File: src/rtl/compunit_ne_pkg.sv
// Shared sizing and compressed-row layout for the min-sum check-node datapath.
// The downstream recovery stage imports this same package to unpack Ecomp.
package compunit_ne_pkg;

    localparam int W         = 6;
    localparam int Wabs      = W - 1;
    localparam int Wc        = 18;
    localparam int Wcbits    = 5;
    localparam int ECOMPSIZE = 2 * Wabs + Wcbits + Wc;

    localparam int USIGN_LSB = 0;
    localparam int POS_LSB   = USIGN_LSB + Wc;
    localparam int MIN2_LSB  = POS_LSB + Wcbits;
    localparam int MIN1_LSB  = MIN2_LSB + Wabs;

    // Field order matches the bit offsets above, MSB first.
    typedef struct packed {
        logic [Wabs-1:0]   min1;
        logic [Wabs-1:0]   min2;
        logic [Wcbits-1:0] pos;
        logic [Wc-1:0]     usign;
    } ecomp_t;

endpackage

File: src/rtl/compunit_ne_abs_sat.sv
// Splits a two's-complement message into sign and magnitude; the most-negative
// code has no positive counterpart and is clamped to the largest magnitude.
module compunit_ne_abs_sat
    import compunit_ne_pkg::*;
(
    input  logic [W-1:0]    data_i,
    output logic            sign_o,
    output logic [Wabs-1:0] mag_o
);

    function automatic logic [Wabs-1:0] sat_abs(input logic signed [W-1:0] x);
        logic signed [W-1:0] neg;
        neg = -x;
        if (x == {1'b1, {Wabs{1'b0}}})
            return {Wabs{1'b1}};
        return x[W-1] ? neg[Wabs-1:0] : x[Wabs-1:0];
    endfunction

    assign sign_o = data_i[W-1];
    assign mag_o  = sat_abs(data_i);

endmodule

File: src/rtl/compunit_ne.sv
// Row compression stage: folds Wc serial messages into {Min1, Min2, Pos, sign}
// with a one-deep output register that lets the next row accumulate behind it.
module compunit_ne
    import compunit_ne_pkg::*;
(
    input  logic                 clk,
    input  logic                 rst,
    input  logic                 in_valid,
    output logic                 in_ready,
    input  logic [W-1:0]         in_data,
    output logic                 out_valid,
    input  logic                 out_ready,
    output logic [ECOMPSIZE-1:0] Ecomp
);

    localparam logic [Wcbits-1:0] LAST = Wcbits'(Wc - 1);

    logic [Wcbits-1:0] cnt_q, cnt_d;
    logic [Wabs-1:0]   m1_q, m1_d, m2_q, m2_d;
    logic [Wcbits-1:0] p_q, p_d;
    logic [Wc-1:0]     sgn_q, sgn_d;
    logic              tot_q, tot_d;
    logic              out_valid_q;
    ecomp_t            ecomp_q, ecomp_d;

    logic              s;
    logic [Wabs-1:0]   mag;
    logic              beat, last_beat;
    logic              first;
    logic [Wabs-1:0]   m1_run, m2_run;
    logic [Wcbits-1:0] p_run;
    logic              tot_run;

    compunit_ne_abs_sat u_abs_sat (
        .data_i (in_data),
        .sign_o (s),
        .mag_o  (mag)
    );

    // Only the closing beat of a row needs the output register to be free.
    assign in_ready  = !(out_valid_q && !out_ready && (cnt_q == LAST));
    assign beat      = in_valid && in_ready;
    assign last_beat = beat && (cnt_q == LAST);
    assign out_valid = out_valid_q;
    assign Ecomp     = ecomp_q;

    always_comb begin
        // At index 0 the stale accumulators are replaced by neutral values, so no clear cycle is needed.
        first   = (cnt_q == '0);
        m1_run  = first ? {Wabs{1'b1}} : m1_q;
        m2_run  = first ? {Wabs{1'b1}} : m2_q;
        p_run   = first ? '0 : p_q;
        tot_run = first ? 1'b0 : tot_q;

        m1_d = m1_run;
        m2_d = m2_run;
        p_d  = p_run;
        if (mag < m1_run) begin
            m2_d = m1_run;
            m1_d = mag;
            p_d  = cnt_q;
        end else if (mag < m2_run) begin
            m2_d = mag;
        end

        sgn_d        = sgn_q;
        sgn_d[cnt_q] = s;
        tot_d        = tot_run ^ s;
        cnt_d        = (cnt_q == LAST) ? '0 : cnt_q + 1'b1;

        ecomp_d.min1  = m1_d;
        ecomp_d.min2  = m2_d;
        ecomp_d.pos   = p_d;
        ecomp_d.usign = sgn_d ^ {Wc{tot_d}};
    end

    always_ff @(posedge clk) begin
        if (rst) begin
            cnt_q       <= '0;
            out_valid_q <= 1'b0;
            ecomp_q     <= '0;
        end else begin
            if (beat)
                cnt_q <= cnt_d;
            if (last_beat) begin
                ecomp_q     <= ecomp_d;
                out_valid_q <= 1'b1;
            end else if (out_ready) begin
                out_valid_q <= 1'b0;
            end
        end
    end

    always_ff @(posedge clk) begin
        if (beat) begin
            m1_q  <= m1_d;
            m2_q  <= m2_d;
            p_q   <= p_d;
            sgn_q <= sgn_d;
            tot_q <= tot_d;
        end
    end

endmodule

File: config.mk
export PLATFORM = sky130hd
export DESIGN_NAME = compunit_ne
export DESIGN_NICKNAME = d
export VERILOG_FILES = /design/src/rtl/compunit_ne_pkg.sv /design/src/rtl/compunit_ne_abs_sat.sv /design/src/rtl/compunit_ne.sv
export SDC_FILE = /design/constraint.sdc
export NUM_CORES = 1
export LEC_CHECK = 0
export CORE_MARGIN = 4
export CORE_UTILIZATION = 50
export CTS_CLUSTER_SIZE = 12
export DETAILED_ROUTE_END_ITERATION = 8
export PLACE_DENSITY = 0.72
export SYNTH_ARGS = -nofsm -noshare
export SYNTH_HDL_FRONTEND = slang
export SYNTH_SLANG_ARGS = --single-unit
export TNS_END_PERCENT = 20
File: constraint.sdc
create_clock -name clk -period 6.45 [get_ports clk]
set_clock_uncertainty 0.2 [all_clocks]
set_input_delay 1.29 -clock clk [delete_from_list [all_inputs] [get_ports clk]]
set_output_delay 1.29 -clock clk [all_outputs]
set_load 0.01 [all_outputs]
Word-level counts from Yosys, hierarchy flattened

Index checks and enable logic that the tools add are counted.

Magnitude comparators: 4
Reduce and logical (&&, ||, !) cells: 9
Muxes and demuxes: 18
Bitwise operators: 2
Equality and inequality tests: 2
Add/sub/neg operators: 2

Operators by type and width:

| cell                                                 | count |
|---|---|
| 2-to-1 mux 5 bit                                     | 11 |
| bitwise mux 18 bit                                   | 1 |
| XOR 18 bit                                           | 1 |
| < comparator 5 bit                                   | 2 |
| == test 6 bit (second input constant)                | 1 |
| < comparator 5 x 6 -> 1 bit (second input constant)  | 1 |
| adder 5 x 1 -> 5 bit (second input constant)         | 1 |
| demux 1 bit (select 5 bit)                           | 1 |
| == test 5 bit (second input constant)                | 1 |
| >= comparator 5 x 1 -> 1 bit (second input constant) | 1 |
| logical AND 1 bit                                    | 5 |
| zero test 5 bit                                      | 1 |
| 2-to-1 mux 1 bit                                     | 5 |
| negator 5 bit                                        | 1 |
| zero test 1 bit                                      | 2 |
| nonzero test 2 bit                                   | 1 |
| XOR 1 bit                                            | 1 |

Input bits: 10
Register bits after elaboration: 73
Output and inout bits: 35
Word-level logic and storage cells: 48

Logic depth before layout (Yosys ltp)

Gate-level depths: netlist (run 1).

Word-level depth: 7
Depth in mapped cells: 13
Mapped depth without buffers: 11

By module

Synthesis (run 1) repeated with hierarchy kept, for this count alone.

Cell total of the unflattened synthesis: 340
Area, all modules: 4134.0 um^2

Modules (own cells, without submodules):

| module              | times used | cells each | sequential area each (um^2) | area each (um^2) |
|---|---|---|---|---|
| compunit_ne         | 1          | 321        | 1801.7                      | 4017.6 |
| compunit_ne_abs_sat | 1          | 19         | 0.0                         | 116.4 |

Worst setup path before layout (run 1)

Ideal clock, no wire load.

Path type: input port to flip-flop
From: input port in_data[0]
To: register m2_q[1] (data pin)
Slack: 2.550 ns
Library setup time: 0.260 ns
Path buffers: 2
Arrival: 3.440 ns
Stages on the path: 13
Required time: 5.990 ns
Cells stage by stage: inv_1 ha_1 nor3b_1 nand2_1 o211ai_1 ha_1 o2111ai_1 and3_1 a31o_2 buf_4 buf_2 o21ai_0 o21ai_1

RTL lines:

| what                 | line              | RTL |
|---|---|---|
| start, declared      | compunit_ne.sv:10 | `input logic [W-1:0] in_data,` |
| end signal, assigned | compunit_ne.sv:97 | `m2_q <= m2_d;` |
| end, declared        | compunit_ne.sv:19 | `logic [Wabs-1:0] m1_q, m1_d, m2_q, m2_d;` |

Worst setup path in the final report (run 1)

From: input port in_data[5]
To: register ecomp_q, in the netlist Ecomp[31]

Cells in the longest elaborated chain, start to end: 5
Elaborated cells on any way between the ends: 6
Those cells by class: order compare: 1; eq/ne: 1; mux: 4

RTL lines:

| what                 | line                      | RTL |
|---|---|---|
| == test 6 bit        | compunit_ne_abs_sat.sv:14 | `if (x == {1'b1, {Wabs{1'b0}}})` |
| 2-to-1 mux 1 bit     | compunit_ne_abs_sat.sv:14 |  |
| 2-to-1 mux 5 bit *   | compunit_ne_abs_sat.sv:16 | `return x[W-1] ? neg[Wabs-1:0] : x[Wabs-1:0];` |
| < comparator 5 bit   | compunit_ne.sv:58         | `if (mag < m1_run) begin` |
| 2-to-1 mux 5 bit *   | compunit_ne.sv:58         |  |
| end signal, assigned | compunit_ne.sv:86         | `ecomp_q <= ecomp_d;` |
| end, declared        | compunit_ne.sv:24         | `ecomp_t ecomp_q, ecomp_d;` |

Mark *: on every way between the ends. The rest lies on a longest branch, timed or not.
A chain may end at the register's enable or synchronous reset.

==> results.cfg, run 1 <==
[status]
outcome = complete, no violations

[finish]
layout-drive-gt1-share = 0.1111
fin_area_um2 = 4379
fin_cells = 504
antenna_cells = 0
layout.nets = 423
fillers = 643
multiInputGateArea_um2 = 1785
syn2layout_area_growth_pct = 17.29
seq_area_um2 = 1772

[detailed_routing]
wirelength_met1_mm = 3.807
drt_first_pass_iters = 4
met2WireLength_mm = 3.767
dr_wl_met3_um = 378
vias = 2836
dr.first_iter.drc_count = 205
wl_per_cell_um = 15.95
drt-total-wl_mm = 8.041
drc = 0
vias_per_cell = 5.627
drt.antenna.violating_nets = 0
top_layer = met4

[floorplanning]
io_pins = 45
core-area_um2 = 7253
die_h_um = 94.41
rows = 31
start_util = 0.5147
die_area_um2 = 8913
die_w_um = 94.41

[power_and_ir_drop]
leakagePower_nw = 1.598
irDropWorstVdd_v = 0.0001806
powerDensity_nw_per_um2 = 228.5

[place]
numPortBuffers = 44
hpwl_mm = 5.382
place_congestion = 0.8278
place_area_um2 = 4193
dpl.cell_count = 488

[clock_tree]
cts_buffers = 9
postCtsSetupRepairBufs = 0
worstSkewPairLatency_ps = 340
clk_pin_slew_ps = 80
cts.sinks = 72
cts_tree = yes
h-tree-depth = 3
cts_hold_buf = 0
clk_path_buf_depth = 2
post_cts_resized = 0
cts_root_buf = clkbuf_8

[timing]
fin_crit_ps = 4701
post-route-period-util = 0.7289
worst_pin_slew_ps = 936.8
finalSetupTns_ps = 0
slew_headroom = 0.3755
setup_viol = 0
slew_violations = 0
fmax_mhz = 212.7
rsz0062_at_grt = no
finalHoldViolCount = 0

[critical_path]
rr_endpoint = m2_q[2]
crit_fanout = 25
cp.required_ps = 6480
critical_path_class = input port to flop
critical_path_arrival_ps = 4730
critPathLaunchType = input port
rr_worst_depth = 11
regToRegSetupSlack_ps = 2950
cp-end-kind = flop
rr_startpoint = cnt_q[0]

[yosys]
async_flop_share = 0
synth_top_flop_cell = dfxtp_1
synth_fp_nets = 390
synth_edf_count = 33
synth-seq-cells = 72
ys_types = 53
yosys_warnings = 0
avgSynthCellArea_um2 = 10.17
synth_area_um2 = 3734
yosysSeqAreaShare = 0.4745
synth_cells = 367

[global_route]
antenna_found_initial = 0
grt_pass1_vias = 2739
grt.overflow.total = 0
grt_pass1_wl_mm = 13.34
track_usage = 0.1940
grt_max_degree = 56

[hold_path]
min_to = Ecomp[17]
hp-start = Ecomp[17]
hold_depth = 2
hold_path_class = flop to flop

[run]
cap_violations = 0
## per-stage QoR
| step | hold slack, ps | power (W) | setup slack, ps | util |
|---|---|---|---|---|
| 2_1_floorplan | 276.2 | 0.0006374 | 2550 | - |
| 3_3_place_gp | 243.5 | 0.0006700 | 1558 | 0.5781 |
| 3_5_place_dp | 254.9 | 0.0006732 | 1466 | 0.5781 |
| 4_1_cts | 264.0 | 0.001005 | 1765 | 0.6038 |
| 5_1_grt | 294.2 | 0.001049 | 1437 | 0.6038 |
| 6_report | 257.4 | 0.001001 | 1749 | 0.6038 |
## worst max path at each step
stage | start | to | slack (ps) | cells past startpoint
after global placement | in_data[5] | Ecomp[29] | 1560 | 10
final | in_data[5] | Ecomp[31] | 1750 | 10
after detailed placement | in_data[5] | Ecomp[31] | 1470 | 10
after CTS | in_data[5] | Ecomp[31] | 1770 | 10
after floorplan | in_data[0] | m2_q[1] | 2550 | 13
after global routing | in_data[5] | Ecomp[31] | 1440 | 10
## cells in the final DEF, fill, tap and decap left out, types with 9 or more instances in the layout
| master | Yosys | final |
|---|---|---|
| a211oi_1 | 17 | 17 |
| a21oi_1 | 12 | 12 |
| a311oi_1 | 9 | 9 |
| clkbuf_8 | 0 | 12 |
| clkdlybuf4s50_1 | 0 | 44 |
| dfxtp_1 | 39 | 39 |
| edfxtp_1 | 33 | 33 |
| ha_1 | 13 | 13 |
| inv_1 | 11 | 11 |
| mux2_2 | 16 | 16 |
| nand2_1 | 27 | 27 |
| nand3_1 | 9 | 9 |
| nor2_1 | 46 | 46 |
| nor3_1 | 12 | 12 |
| xor2_1 | 20 | 20 |
## worst max-delay path, stage by stage
cell,delay (ps)
clkdlybuf4s50_1,1070
nor2b_1,290
nand2_1,190
o211ai_1,290
ha_1,310
o2111ai_1,230
and3_1,210
a31o_2,390
nor3_1,110
o41ai_1,340
## power by group
group / internal (W) / total [W] / switching [W]
clock network: 0.000172 / 0.000336 / 0.000164
logic: 0.0000584 / 0.000155 / 0.0000962
registers: 0.000501 / 0.000510 / 0.00000866
total: 0.000732 / 0.00100 / 0.000269
## state kept, by name, summed over array words and instances, names as in the netlist
register   cells
Ecomp         33
cnt_q          5
m1_q           5
m2_q           5
out_valid      1
p_q            5
sgn_q         17
tot_q          1
## final cells by class
type	count	area share
sequential	72	0.4046
timing repair buffer	48	0.1074
clock inverter	2	0.003143
inverter	11	0.009429
clock buffer	14	0.03943
tap	99	0.02829
multi-input combinational	258	0.4077
## layer usage
metal  global-route usage  vias to the layer above
met5                    0                        -
met1               0.2579                     1354
met4              0.06498                        0
li1                     -                     1409
met2               0.3115                       65
met3              0.04701                        8
## cell usage after synthesis (2+ instances only)
cell type | number | area, um2
a311oi_1 | 9 | 78.83
buf_2 | 10 | 50.05
nor4b_1 | 2 | 17.52
buf_1 | 2 | 7.510
nand3b_1 | 4 | 30.03
nand4_1 | 7 | 43.79
nor3b_1 | 8 | 60.06
a211oi_1 | 17 | 127.6
nor3_1 | 12 | 60.06
nand2b_1 | 4 | 25.02
nor2_1 | 46 | 172.7
edfxtp_1 | 33 | 991.0
mux2i_1 | 4 | 40.04
inv_1 | 11 | 41.29
o41ai_2 | 2 | 32.53
o21ai_0 | 4 | 20.02
and3_1 | 5 | 31.28
a21oi_1 | 12 | 60.06
clkbuf_1 | 10 | 37.54
o2111ai_1 | 2 | 17.52
or2b_1 | 2 | 15.01
o21ai_1 | 8 | 40.04
nand2_1 | 27 | 101.4
nor2b_1 | 3 | 18.77
xor2_1 | 20 | 175.2
buf_6 | 3 | 33.78
mux2_2 | 16 | 180.2
dfxtp_1 | 39 | 780.8
nand3_1 | 9 | 45.04
ha_1 | 13 | 162.7
## cell families after synthesis
kind of cell,count (synthesis),share of synthesized area
adders and majority gates,13,0.04357
and+or+nand+nor,137,0.1880
AOI/OAI and AO/OA,66,0.1307
DFF,72,0.4745
xor gates and xnor gates,22,0.05664
muxes,20,0.05898
buffers and inverters,37,0.04759
Power figures use the tool's default switching activity.
==> run 2: changes to the inputs <==
==> constraint.sdc (replaced) <==
create_clock -name clk -period 4.8 [get_ports clk]
set_clock_uncertainty 0.2 [all_clocks]
set_input_delay 0.96 -clock clk [delete_from_list [all_inputs] [get_ports clk]]
set_output_delay 0.96 -clock clk [all_outputs]
set_load 0.01 [all_outputs]
==> results.cfg, run 2 (synthesis results as in run 1) <==
[status]
outcome = complete, no violations

[hold_path]
min_to = Ecomp[17]
hp-start = Ecomp[17]
hold_path_class = flop to flop
hold_depth = 2

[finish]
layout_commonest_cell = nor2_1
syn2layout_area_growth_pct = 18.16
antenna_cells = 0
final_cell_mix = 46 x nor2_1, 44 x clkdlybuf4s50_1, 39 x dfxtp_1
seq_area_um2 = 1772
layout-drive-gt1-share = 0.1204
largest_reg_flops = 33
fin_area_um2 = 4412
multiInputGateArea_um2 = 1785
fillers = 644
layout.nets = 425

[detailed_routing]
wirelength_met1_mm = 3.802
dr_wl_met3_um = 426
met2WireLength_mm = 3.927
top_layer = met4
drt.antenna.violating_nets = 0
dr.first_iter.drc_count = 180
wl_per_cell_um = 16.25
vias = 2801
drt_first_pass_iters = 5
drt-total-wl_mm = 8.223
drc = 0
vias_per_cell = 5.536

[critical_path]
critical-path-max-stage-delay_ps = 500
rr_worst_depth = 11
cp_top_family = compound AO/OA/AOI/OAI gates
critical_path_class = input port to flop
cp-end-kind = flop
cp_slowest_cell = clkdlybuf4s50_1
cp.required_ps = 4840
crit_fanout = 7
cp_common_cell = ha_1
path_cells = clkdlybuf4s50_1 > inv_1 > ha_1 > nor3b_1 > nand2_1 > o211ai_1 > ha_1 > o2111ai_1 > and3_1 > a31oi_1 > buf_4 > o21ai_0 > a311oi_1
rr_startpoint = cnt_q[0]
regToRegSetupSlack_ps = 1080
rr_endpoint = Ecomp[32]
critPathBufInv = 3
critPathLaunchType = input port
critical_path_arrival_ps = 4390

[timing]
fin_crit_ps = 4345
slew_headroom = 0.2507
worst_pin_slew_ps = 1120
finalHoldViolCount = 0
setup_viol = 0
slew_violations = 0
fmax_mhz = 230.2
final.setup.worst_slack_ps = 455.5
post-route-period-util = 0.9051
finalSetupTns_ps = 0
rsz0062_at_grt = no

[power_and_ir_drop]
powerDensity_nw_per_um2 = 314.4
leakagePower_nw = 1.618
irDropWorstVdd_v = 0.0001817

[place]
place_area_um2 = 4208
place_congestion = 0.8403
numPortBuffers = 44
dp_worst_setup_slack_ps = 164.1
hpwl_mm = 5.657

[global_route]
grt.overflow.total = 0
grt_pass1_vias = 2858
grt_pass1_wl_mm = 13.96
antenna_found_initial = 0
track_usage = 0.2017
grt_max_degree = 56

[clock_tree]
clk_pin_slew_ps = 80
cts_buffers = 9
cts_root_buf = clkbuf_8
cts_hold_buf = 0
cts_tree = yes
clk_path_buf_depth = 2
worstSkewPairLatency_ps = 340
h-tree-depth = 3
cts.sinks = 72
post_cts_resized = 0
postCtsSetupRepairBufs = 0

[floorplanning]
io_pins = 45
core-area_um2 = 7253
rows = 31
start_util = 0.5147
die_h_um = 94.41
die_area_um2 = 8913
die_w_um = 94.41

[run]
cap_violations = 0
==> run 2: cell types whose count changed in the layout (fill, tap and decap cells not counted) <==
cell / before / now
clkbuf_8: 12 / 10
clkinv_2: 1 / 2
clkinv_4: 1 / 2
clkbuf_1: 2 / 0
buf_4: 4 / 6
bufinv_16: 0 / 1
inv_6: 0 / 1
==> run 2: worst min-delay path: stages, from the launching register on <==
cell and delay (ps):
dfxtp_1 310, nand2_1 50, a21oi_1 50
==> run 2: worst max-delay path by stage <==
stage / end / depth (start not counted) / start
2_1_floorplan: m2_q[1] / 13 / in_data[0]
3_3_place_gp: m2_q[4] / 12 / in_data[0]
3_5_place_dp: Ecomp[18] / 13 / in_data[0]
4_1_cts: Ecomp[32] / 13 / in_data[0]
5_1_grt: Ecomp[18] / 13 / in_data[0]
6_report: Ecomp[32] / 13 / in_data[0]
==> run 2: layout make-up <==
type,count,area share
clock buffers,10,0.03120
clock inverters,6,0.01503
inverters,11,0.009359
multi-input cells,258,0.4047
flip-flops and latches,72,0.4016
well taps,99,0.02808
repair buffers,50,0.1100
==> run 2: metrics by stage <==
step	instances	power, W	hold WS [ps]	utilization
floorplan	367	0.0008565	276.2	-
global placement	490	0.0009014	246.4	0.5801
detailed placement	490	0.0009075	252.8	0.5801
CTS	506	0.001398	263.8	0.6082
global route	506	0.001456	290.9	0.6082
finish	506	0.001387	261.7	0.6082
==> run 2: power breakdown <==
| part | switching [W] | internal (W) | total [W] |
|---|---|---|---|
| logic | 0.000130 | 0.0000799 | 0.000210 |
| clock network | 0.000236 | 0.000256 | 0.000492 |
| registers | 0.0000112 | 0.000673 | 0.000685 |
| total | 0.000377 | 0.00101 | 0.00139 |
==> run 2: layer usage <==
metal | global-route usage | vias up
li1 | - | 1404
met1 | 0.2669 | 1316
met2 | 0.3257 | 77
met3 | 0.03825 | 4
met4 | 0.08303 | 0
met5 | 0 | -
==> run 3: changes to the inputs <==
--- a/config.mk
+++ b/config.mk
@@ -6,10 +6,10 @@
 export NUM_CORES = 1
 export LEC_CHECK = 0
 export CORE_MARGIN = 4
-export CORE_UTILIZATION = 50
+export CORE_UTILIZATION = 56
 export CTS_CLUSTER_SIZE = 12
 export DETAILED_ROUTE_END_ITERATION = 8
-export PLACE_DENSITY = 0.72
+export PLACE_DENSITY = 0.79
 export SYNTH_ARGS = -nofsm -noshare
 export SYNTH_HDL_FRONTEND = slang
 export SYNTH_SLANG_ARGS = --single-unit
==> results.cfg, run 3 (synthesis results as in run 1) <==
[global_route]
grt_max_degree = 56
antenna_found_initial = 0
grt_pass1_wl_mm = 13.48
grt.overflow.total = 0
track_usage = 0.2190
grt_pass1_vias = 2765

[timing]
setup_viol = 0
fin_crit_ps = 4242
worst_pin_slew_ps = 980.0
final.setup.worst_slack_ps = 558.4
fmax_mhz = 235.8
slew_violations = 0
post-route-period-util = 0.8837
rsz0062_at_grt = no
finalHoldViolCount = 0
finalSetupTns_ps = 0
slew_headroom = 0.3446

[floorplanning]
die_h_um = 89.65
start_util = 0.5813
io_pins = 45
die_area_um2 = 8037
core-area_um2 = 6422
rows = 29
die_w_um = 89.65

[power_and_ir_drop]
irDropWorstVdd_v = 0.0002022
powerDensity_nw_per_um2 = 302.7
p_int_w = 0.0009421
pwr-share-comb = 0.162
clkPwrFrac = 0.319
power_switching_w = 0.0003776
pwr-share-seq = 0.519
leakagePower_nw = 1.602
p_sw_frac = 0.2862

[hold_path]
hold_path_class = flop to flop
hold_depth = 2

[critical_path]
critPathBufInv = 2
rr_worst_depth = 11
critical-path-max-stage-delay_ps = 480
cp_top_family = simple AND/OR/NAND/NOR gates
crit_fanout = 21
critPathLaunchType = input port
cp_common_cell = ha_1
critical_path_arrival_ps = 4320
cp.required_ps = 4880
worst-path-stages = 12
cp-end-kind = flop
cp_slowest_cell = clkdlybuf4s50_1
critical_path_class = input port to flop
path_cells = clkdlybuf4s50_1 > inv_1 > ha_1 > nor3b_1 > nand2_1 > o211ai_1 > ha_1 > o2111ai_1 > and3_1 > a31o_2 > or3_1 > o21ai_1

[clock_tree]
cts_root_buf = clkbuf_8
post_cts_resized = 0
clk_path_buf_depth = 2
clk_pin_slew_ps = 80
postCtsSetupRepairBufs = 0
cts_tree = yes
cts.sinks = 72
cts_buffers = 9
worstSkewPairLatency_ps = 340
h-tree-depth = 3
cts_hold_buf = 0

[status]
outcome = complete, no violations

[detailed_routing]
wl_per_cell_um = 16.81
drc = 0
drt-total-wl_mm = 8.153
drt.antenna.violating_nets = 0
dr.first_iter.drc_count = 213
vias = 2866
drt_first_pass_iters = 4
vias_per_cell = 5.909

[finish]
layout.nets = 426
syn2layout_area_growth_pct = 16.76
fin_cells = 485
largest_reg_flops = 33
fin_util = 0.6787
final_cell_mix = 46 x nor2_1, 44 x clkdlybuf4s50_1, 39 x dfxtp_1
antenna_cells = 0
layout-drive-gt1-share = 0.1225
fin_area_um2 = 4359
layout_commonest_cell = nor2_1

[place]
dpl.cell_count = 469
place_area_um2 = 4188
dp_worst_setup_slack_ps = 216.4
place_congestion = 0.9301
numPortBuffers = 44
hpwl_mm = 5.518

[run]
cap_violations = 0
-- run 3: changes by cell type in the layout (fill, tap and decap cells not counted), sizes merged --
cell      change
clkinvlp      +2
clkbuf        -1
bufinv        -1
buf           +1
-- run 3: worst paths after layout --
kind	start	end	slack, ps
worst max-delay path	in_data[0]	Ecomp[24]	560
worst min-delay path	Ecomp[17]	Ecomp[17]	270
worst max register to register	cnt_q[0]	m2_q[4]	1270
worst min register to register	Ecomp[17]	Ecomp[17]	270
-- run 3: metal layers --
layer	vias up	global-route usage	wire, um
met1	1354	0.3135	3882
met2	83	0.3344	3622
li1	1413	-	-
met5	-	0	0
met4	0	0.05142	144
met3	16	0.05657	504
-- run 3: layout make-up --
| cell class | count | area, um2 |
|---|---|---|
| Fill cell | 498 | 2063 |
| Multi-Input combinational cell | 258 | 1785 |
| Sequential cell | 72 | 1772 |
| Timing Repair Buffer | 51 | 493.0 |
| Clock buffer | 9 | 123.9 |
| Tap cell | 77 | 96.34 |
| Clock inverter | 7 | 47.55 |
| Inverter | 11 | 41.29 |
-- run 3: power by group through the flow --
stage               Combinational, W  Clock (W)  Sequential [W]
floorplan                   0.000162          0        0.000695
CTS                         0.000212   0.000428        0.000685
global placement            0.000206          0        0.000698
global route                0.000237   0.000458        0.000687
detailed placement          0.000209          0        0.000699
finish                      0.000214   0.000421        0.000685
-- run 3: worst register-to-register path, delay by kind of cell (launching register included) --
kind                       cells  cell delay [ps]
buffers and inverters          2              190
adders and majority gates      2              600
AOI/OAI and AO/OA              4              850
and+or+nand+nor                2              830
DFF                            1              350
muxes                          1              270
-- run 3: through the flow --
step	power (W)	hold slack, ps
floorplan	0.0008565	276.2
global placement	0.0009046	253.2
detailed placement	0.0009086	253.8
CTS	0.001325	276.4
global route	0.001382	299.1
finish	0.001320	272.2
